--- config.mk ---
export PLATFORM = sky130hd
export DESIGN_NAME = iq_capture
export DESIGN_NICKNAME = d
export VERILOG_FILES = /design/src/rtl/iq_capture_pkg.sv /design/src/rtl/iq_capture_rate_strobe.sv /design/src/rtl/iq_capture.sv
export SDC_FILE = /design/constraint.sdc
export NUM_CORES = 1
export LEC_CHECK = 0
export BUFFER_PORTS_ARGS = -buffer_cell sky130_fd_sc_hd__buf_4
export CAP_MARGIN = 40
export CORE_MARGIN = 5
export CORE_UTILIZATION = 49
export DETAILED_ROUTE_END_ITERATION = 7
export GPL_TIMING_DRIVEN = 0
export HOLD_SLACK_MARGIN = 0.06
export MAX_ROUTING_LAYER = met4
export PLACE_DENSITY = 0.79
export SYNTH_ARGS = -nofsm -noshare
export SYNTH_HDL_FRONTEND = slang
export SYNTH_HIERARCHICAL = 1
export SYNTH_SLANG_ARGS = --single-unit
--- constraint.sdc ---
create_clock -name clk -period 1.6 [get_ports clk]
set_input_delay 0 -clock clk [delete_from_list [all_inputs] [get_ports clk]]
set_output_delay 0 -clock clk [all_outputs]
set_load 0.01 [all_outputs]
--- src/rtl/iq_capture_pkg.sv ---
// Shared definitions for the RX capture path and the TX sampler.
// Holds the one-hot state encoding and the divider reload derivation.
package iq_capture_pkg;

  localparam int unsigned S_IDLE = 0;
  localparam int unsigned S_WR_I = 1;
  localparam int unsigned S_WR_Q = 2;

  typedef enum logic [2:0] {
    ST_IDLE = 3'(1 << S_IDLE),
    ST_WR_I = 3'(1 << S_WR_I),
    ST_WR_Q = 3'(1 << S_WR_Q)
  } state_e;

  // Divider reload for one strobe per sample period; callers must keep it >= 2.
  function automatic logic [15:0] count_from_rates(input int unsigned clock_rate,
                                                   input int unsigned sample_rate);
    return 16'(clock_rate / sample_rate - 1);
  endfunction

endpackage

--- src/rtl/iq_capture_rate_strobe.sv ---
// Sample-rate divider: one-cycle strobe every COUNT+1 enabled cycles.
// Held at reload while disabled so a restart gives a full period.
module iq_capture_rate_strobe
  import iq_capture_pkg::*;
#(
  parameter int unsigned CLOCK_RATE  = 100_000_000,
  parameter int unsigned SAMPLE_RATE = 10_000
) (
  input  logic clk,
  input  logic rst,
  input  logic enable_i,
  output logic stb_o
);

  localparam logic [15:0] COUNT = count_from_rates(CLOCK_RATE, SAMPLE_RATE);

  logic [15:0] cnt_q, cnt_d;
  logic        stb_q, stb_d;

  always_comb begin
    // NOTE: every output of an always_comb gets a default first, so no path leaves it unassigned and no latch is inferred.
    cnt_d = cnt_q;
    stb_d = 1'b0;
    if (!enable_i) begin
      cnt_d = COUNT;
    end else if (cnt_q == 16'd0) begin
      cnt_d = COUNT;
      stb_d = 1'b1;
    end else begin
      cnt_d = cnt_q - 16'd1;
    end
  end

  // NOTE: state registers use non-blocking assignments so every flop samples pre-edge values.
  always_ff @(posedge clk) begin
    if (rst) begin
      cnt_q <= COUNT;
      stb_q <= 1'b0;
    end else begin
      cnt_q <= cnt_d;
      stb_q <= stb_d;
    end
  end

  assign stb_o = stb_q;

endmodule

--- src/rtl/iq_capture.sv ---
// ADC I/Q capture into the RX byte FIFO: one pair per sample strobe, I then Q.
// A pair is dropped whole when the FIFO lacks two free slots; drops are counted.
module iq_capture
  import iq_capture_pkg::*;
#(
  parameter int unsigned CLOCK_RATE  = 100_000_000,
  parameter int unsigned SAMPLE_RATE = 10_000,
  parameter int unsigned OVR_W       = 16
) (
  input  logic             clk,
  input  logic             rst,
  input  logic             enable,
  input  logic [7:0]       adc_i,
  input  logic [7:0]       adc_q,
  input  logic             fifo_full,
  input  logic             fifo_almost_full,
  output logic             fifo_wr,
  output logic [7:0]       fifo_data_in,
  output logic             overrun,
  output logic [OVR_W-1:0] ovr_count,
  input  logic             ovr_clear
);

  logic stb;

  iq_capture_rate_strobe #(
    .CLOCK_RATE (CLOCK_RATE),
    .SAMPLE_RATE(SAMPLE_RATE)
  ) u_rate_strobe (
    .clk     (clk),
    .rst     (rst),
    .enable_i(enable),
    .stb_o   (stb)
  );

  state_e           state_q, state_d;
  logic [7:0]       hold_i_q, hold_i_d;
  logic [7:0]       hold_q_q, hold_q_d;
  logic             wr_q, wr_d;
  logic [7:0]       data_q, data_d;
  logic             ovr_q, ovr_d;
  logic [OVR_W-1:0] cnt_q, cnt_d;
  logic             drop;

  always_comb begin
    state_d  = state_q;
    hold_i_d = hold_i_q;
    hold_q_d = hold_q_q;
    wr_d     = 1'b0;
    data_d   = data_q;
    ovr_d    = ovr_q;
    cnt_d    = cnt_q;
    drop     = 1'b0;

    // Flags are only consulted at the strobe; an accepted pair always finishes.
    case (state_q)
      ST_IDLE: begin
        if (stb) begin
          if (fifo_full || fifo_almost_full) begin
            drop = 1'b1;
          end else begin
            hold_i_d = adc_i;
            hold_q_d = adc_q;
            state_d  = ST_WR_I;
          end
        end
      end
      ST_WR_I: begin
        wr_d    = 1'b1;
        data_d  = hold_i_q;
        state_d = ST_WR_Q;
      end
      ST_WR_Q: begin
        wr_d    = 1'b1;
        data_d  = hold_q_q;
        state_d = ST_IDLE;
      end
      default: state_d = ST_IDLE;
    endcase

    // A drop in the same cycle as a clear restarts the count at one.
    if (drop) begin
      ovr_d = 1'b1;
      if (ovr_clear)           cnt_d = OVR_W'(1);
      else if (cnt_q != '1)    cnt_d = cnt_q + OVR_W'(1);
    end else if (ovr_clear) begin
      ovr_d = 1'b0;
      cnt_d = '0;
    end
  end

  always_ff @(posedge clk) begin
    if (rst) begin
      state_q  <= ST_IDLE;
      // NOTE: the hold registers are two bytes, so they are reset like the rest rather than left to power-up values.
      hold_i_q <= 8'd0;
      hold_q_q <= 8'd0;
      wr_q     <= 1'b0;
      data_q   <= 8'd0;
      ovr_q    <= 1'b0;
      cnt_q    <= '0;
    end else begin
      state_q  <= state_d;
      hold_i_q <= hold_i_d;
      hold_q_q <= hold_q_d;
      wr_q     <= wr_d;
      data_q   <= data_d;
      ovr_q    <= ovr_d;
      cnt_q    <= cnt_d;
    end
  end

  assign fifo_wr      = wr_q;
  assign fifo_data_in = data_q;
  assign overrun      = ovr_q;
  assign ovr_count    = cnt_q;

endmodule

* Word-level counts from Yosys, hierarchy flattened *
Index checks and enable logic that the tools add are counted.

operators by class
  add/subtract/negate cells = 2
  equal/unequal tests = 6
  mux-type cells = 15
  bitwise gates (word level) = 2
  reductions and logical operators = 11

operator list
  cell                                                    number
  two-way mux 16 bit                                      4
  adder 16 x 1 -> 16 bit (second input constant)          1
  logical NOT 16 bit                                      1
  inequality test 16 bit (second input constant)          1
  case mux 8 bit (2 select lines)                         1
  subtractor 16 x 1 -> 16 bit (second input constant)     1
  two-way mux 1 bit                                       7
  two-way mux 3 bit                                       2
  case mux 3 bit (2 select lines)                         1
  nonzero test 2 bit                                      3
  AND reduction 2 bit                                     2
  OR reduction 2 bit                                      2
  equality test 3 x 1 -> 1 bit (second input constant)    1
  equality test 3 x 2 -> 1 bit (second input constant)    1
  equality test 3 bit (second input constant)             1
  AND reduction 3 bit                                     1
  OR reduction 3 bit                                      1
  inequality test 2 x 1 -> 1 bit (second input constant)  1
  inequality test 2 bit (second input constant)           1
  inverter 1 bit                                          2
  logical OR 1 bit                                        1

word-level totals
  register bits = 62
  bits of input ports = 22
  output and inout port bits = 26
  word-level logic and storage cells = 45

* Logic depth before layout (Yosys ltp) *
  word-level depth = 6
  mapped depth = 6
  gate-level depth less buffers = 6

* Modules after synthesis *
Netlist, hierarchy kept.

by module, submodules not included
  module                  instances  cells each  area an instance (um^2)  sequential area each (um^2)
  iq_capture              1          220         1914.3                   900.9
  iq_capture_rate_strobe  1          79          747.0                    340.3

* Worst setup path after synthesis *
Ideal clock, no wire load.

  path type = reg-to-reg
  from = register u_rate_strobe.cnt_q[0]
  to = register u_rate_strobe.cnt_q[14]
  setup time = 0.070 ns
  arrival = 1.664 ns
  required time = 1.530 ns
  slack = -0.134 ns
  stages on the path, launching flop included = 7
  path buffers = 0
  path through = dfxtp_1 -> inv_1 -> ha_1 -> or4b_4 -> nand3b_4 -> or3_1 -> a21oi_1

between the ends
  word-level cells in the longest chain between the ends = 2
  elaborated cells between the ends (all ways) = 3
  classes of those cells = add/sub (1); reduce/logical (2)

ends and longest elaborated chain
  element                                                                              line                          source
  start: declaration                                                                   iq_capture_rate_strobe.sv:17  logic [15:0] cnt_q, cnt_d;
  start signal: assignment                                                             iq_capture_rate_strobe.sv:40  cnt_q <= cnt_d;
  parallel branches: the longest is 2 deep, another holds subtractor 16 x 1 -> 16 bit  n/a

Parallel ways; which one is timed is not known.
A chain may end at the register's enable or synchronous reset.

* Worst setup path in the final report *
Same ends and word-level chain as after synthesis.

==> run_results.csv <==
group,metric,value,unit
placement,io_buffer_count,47,
timing,finalHoldViolations,0,
power,p_leak,1.451,nW
logic_synthesis,synth.net_count,323,
run_status,violations,"setup timing",
critical_path,crit_family,"simple AND/OR/NAND/NOR gates",
global_route,via_count_of_the_first_global_routing_pass,2525,
floorplan,pin_count,48,
logic_synthesis,synth_area,0.002661,mm^2
cells_and_area,final_area,0.003935,mm^2
critical_path,end_kind,"flip-flop",
logic_synthesis,syn_inst,299,
placement,place_worst_setup_slack,-0.2902,ns
logic_synthesis,yosys_warnings,6,
floorplan,core_region_area,0.005205,mm^2
logic_synthesis,synth_seq_cells,62,
timing,final_max_slew_viol_count,0,
floorplan,die-area,0.007005,mm^2
global_route,largest_net_degree_at_the_start_of_global_routing,11,
run_status,status,"complete, but fails checks",
floorplan,floorplan.initialDensity,51.13,%
clock_network,worstSkewPairLatency,0.34,ns
global_route,globalRouteTotalUtil,20.05,%
logic_synthesis,synth_largest_type_area_fraction,46.64,%
global_route,globalRouteOverflowTotal,0,
clock_network,cts_root_buf,"sky130_fd_sc_hd__clkbuf_8",
clock_network,cts_sinks,62,
power,post-layout-total-power,2.990,mW
critical_path,crit_required,1.88,ns
clock_network,cts_max_path_buffers,2,
detailed_routing,wl_per_cell,15.40,um
timing,unrepaired_setup_endpoints_after_global_routing,"yes",
timing,fin_hold_ws,0.4398,ns
detailed_routing,drt-total-wl,7376,um
placement,place_hpwl,4138,um
placement,gp_congestion,0.8724,
logic_synthesis,synth_common_cells,"sky130_fd_sc_hd__dfxtp_1, sky130_fd_sc_hd__nand2_1, sky130_fd_sc_hd__nor2_1, sky130_fd_sc_hd__a21oi_1, sky130_fd_sc_hd__xnor2_1",
placement,placed_cell_area,0.003139,mm^2
logic_synthesis,synth-async-reset-ratio,0,%
cells_and_area,ratio_of_cells_with_drive_above_1_in_the_final_layout,36.92,%
clock_network,tritoncts,"yes",
critical_path,cp.arrival,2.00,ns
critical_path,critPathMaxStageDelay,0.47,ns
critical_path,startpoint_type,"flip-flop",
clock_network,cts_htree_levels,3,
logic_synthesis,synthDominantAreaCellType,"sky130_fd_sc_hd__dfxtp_1",
cells_and_area,area_growth,47.86,%
clock_network,clock_pin_slew_worst_setup_and_hold_paths,0.07,ns
cells_and_area,finish.net_count,428,
critical_path,worstPathMaxFanout,6,
timing,clock_skews,0.01025,ns
logic_synthesis,post_synth.cell_area_avg,8.901,um^2
timing,max-slew-margin-rel,64.40,%
logic_synthesis,yosys.cell_count.top_type,"sky130_fd_sc_hd__dfxtp_1",
timing,final.setup.worst_slack,-0.1193,ns
floorplan,dieWidth,83.70,um
logic_synthesis,ys.flop_type,"sky130_fd_sc_hd__dfxtp_1",
floorplan,chipHeight,83.70,um
flow_run,max_cap_violations,0,
floorplan,row_count,26,
cells_and_area,fin_cells,479,
logic_synthesis,post_synth_num_cell_types,50,
logic_synthesis,synth-seq-area-share,46.64,%
cells_and_area,antenna_cells,0,
detailed_routing,drc,0,
worst_hold_path,worstHoldPathType,"in2reg",
timing,maxClockFrequency,581.6,MHz
critical_path,timing.critical_path.slowest_stage_cell,"sky130_fd_sc_hd__or4b_4",
timing,finalSetupViolations,14,
power,vdd_drop_max,0.5924,mV
cells_and_area,core_utilization_of_the_finished_layout,75.60,%
cells_and_area,num-fill-cells,353,
logic_synthesis,edff_count_synth,0,
detailed_routing,detailroute.via_count,2618,
critical_path,crit_path_cell_trace,"inv_2 -> ha_4 -> or4b_4 -> nand3b_4 -> or3_4 -> a21oi_2",
detailed_routing,detailed_router_s_first_iteration_violation_count,182,
clock_network,numCtsBuffers,9,
timing,timing.final.crit_period,1.719,ns
global_route,grt_pass1_wl,11160,um
detailed_routing,antenna_left,0,
detailed_routing,drt_pass1_iterations,4,
logic_synthesis,top_area_cells_in_the_synthesized_netlist,"sky130_fd_sc_hd__dfxtp_1, sky130_fd_sc_hd__nand2_1, sky130_fd_sc_hd__nor2_1",
detailed_routing,vias_per_cell,5.466,
timing,setup_tns,-0.7167,ns
timing,timing.final.crit_share,107.5,%
power,power.density,759.8,mW/mm^2
timing,max_slew.worst_pin.slew,0.5340,ns
placement,place.detailed.instances,416,
critical_path,path_class,"reg2reg",
critical_path,critical_path.n_buffers_inverters,1,
global_route,initial_antenna_violation_count,0,
-- tightest hold or removal path: stages --
cell                            delay (ns)
sky130_fd_sc_hd__dlygate4sd3_1        0.53
sky130_fd_sc_hd__buf_4                0.14
sky130_fd_sc_hd__nor2b_1              0.06
-- sequential cells by signal, summed over array words and instances (netlist names) --
register / flops
overrun: 1
hold_q_q: 8
state_q: 3
u_rate_strobe/cnt_q: 16
u_rate_strobe/stb_o: 1
fifo_data_in: 8
hold_i_q: 8
ovr_count: 16
fifo_wr: 1
-- final timing paths --
path,startpoint,to,slack [ns],cells after the start
worst max register to register,u_rate_strobe/cnt_q[0]$_SDFF_PP1_,u_rate_strobe/cnt_q[14]$_SDFF_PP0_,-0.12,6
worst min-delay path,rst,state_q[2]$_SDFFE_PP0P_,0.44,3
worst max-delay path,u_rate_strobe/cnt_q[0]$_SDFF_PP1_,u_rate_strobe/cnt_q[14]$_SDFF_PP0_,-0.12,6
worst min register to register,hold_q_q[3]$_SDFFE_PP0P_,hold_q_q[3]$_SDFFE_PP0P_,0.46,2
-- logic make-up (layout without fill, tap and decap cells) --
family	Yosys count	count (layout)	synth area share, %
AOI/OAI and AO/OA	49	49	11.71
muxes	6	6	2.257
buffers and inverters	15	125	2.257
and+or+nand+nor	144	144	29.29
DFF	62	62	46.64
xor gates and xnor gates	21	21	6.911
adders and majority gates	2	2	0.9401
-- repair_timing --
action	in CTS	in global routing
setup endpoints to repair	43	42
hold endpoints to repair	24	0
hold buffers	21	0
pin swaps	11	20
resized for setup	16	43
setup buffers	17	9
-- cell type report --
class                      count  area (um^2)  share of cell area [%]
multi-input combinational    222         1555                   39.52
sequential                    62         1277                   32.46
timing repair buffer          94        765.7                   19.46
clock buffer                  12        135.1                   3.434
tap                           70        87.58                   2.226
clock inverter                 4        47.55                   1.208
buffer                        10        47.55                   1.208
inverter                       5        18.77                  0.4769
-- placed cells by master, fill, tap and decap left out, types with 3 or more instances in the layout --
cell type and n:
sky130_fd_sc_hd__dfxtp_1 47, sky130_fd_sc_hd__o31ai_1 4, sky130_fd_sc_hd__nor3_1 7, sky130_fd_sc_hd__nor4_4 4
sky130_fd_sc_hd__nand4_1 3, sky130_fd_sc_hd__dfxtp_2 8, sky130_fd_sc_hd__mux2i_1 6, sky130_fd_sc_hd__dlygate4sd3_1 21
sky130_fd_sc_hd__nor2_1 34, sky130_fd_sc_hd__a21oi_1 24, sky130_fd_sc_hd__buf_4 72, sky130_fd_sc_hd__nor3_2 4
sky130_fd_sc_hd__clkbuf_8 9, sky130_fd_sc_hd__xnor2_1 14, sky130_fd_sc_hd__xor2_1 7, sky130_fd_sc_hd__nand3_1 6
sky130_fd_sc_hd__nor2b_1 3, sky130_fd_sc_hd__inv_1 3, sky130_fd_sc_hd__a211oi_1 6, sky130_fd_sc_hd__dfxtp_4 7
sky130_fd_sc_hd__nand2_2 4, sky130_fd_sc_hd__clkbuf_1 9, sky130_fd_sc_hd__nand2_1 46, sky130_fd_sc_hd__nor2_2 4
-- metal layers --
| layer | GRT usage (%) | up-vias | share of wire (%) |
|---|---|---|---|
| li1 | - | 1252 | - |
| met1 | 22.09 | 1254 | 39 |
| met2 | 33.26 | 85 | 52 |
| met3 | 5.331 | 27 | 5.3 |
| met4 | 10.23 | 0 | 3.6 |
| met5 | - | - | 0 |
-- power by group --
part	internal, mW	switching [mW]
sequential	1.53	0.00175
combinational	0.0850	0.0637
clock	0.716	0.590
total	2.33	0.655
Power figures use the tool's default switching activity.
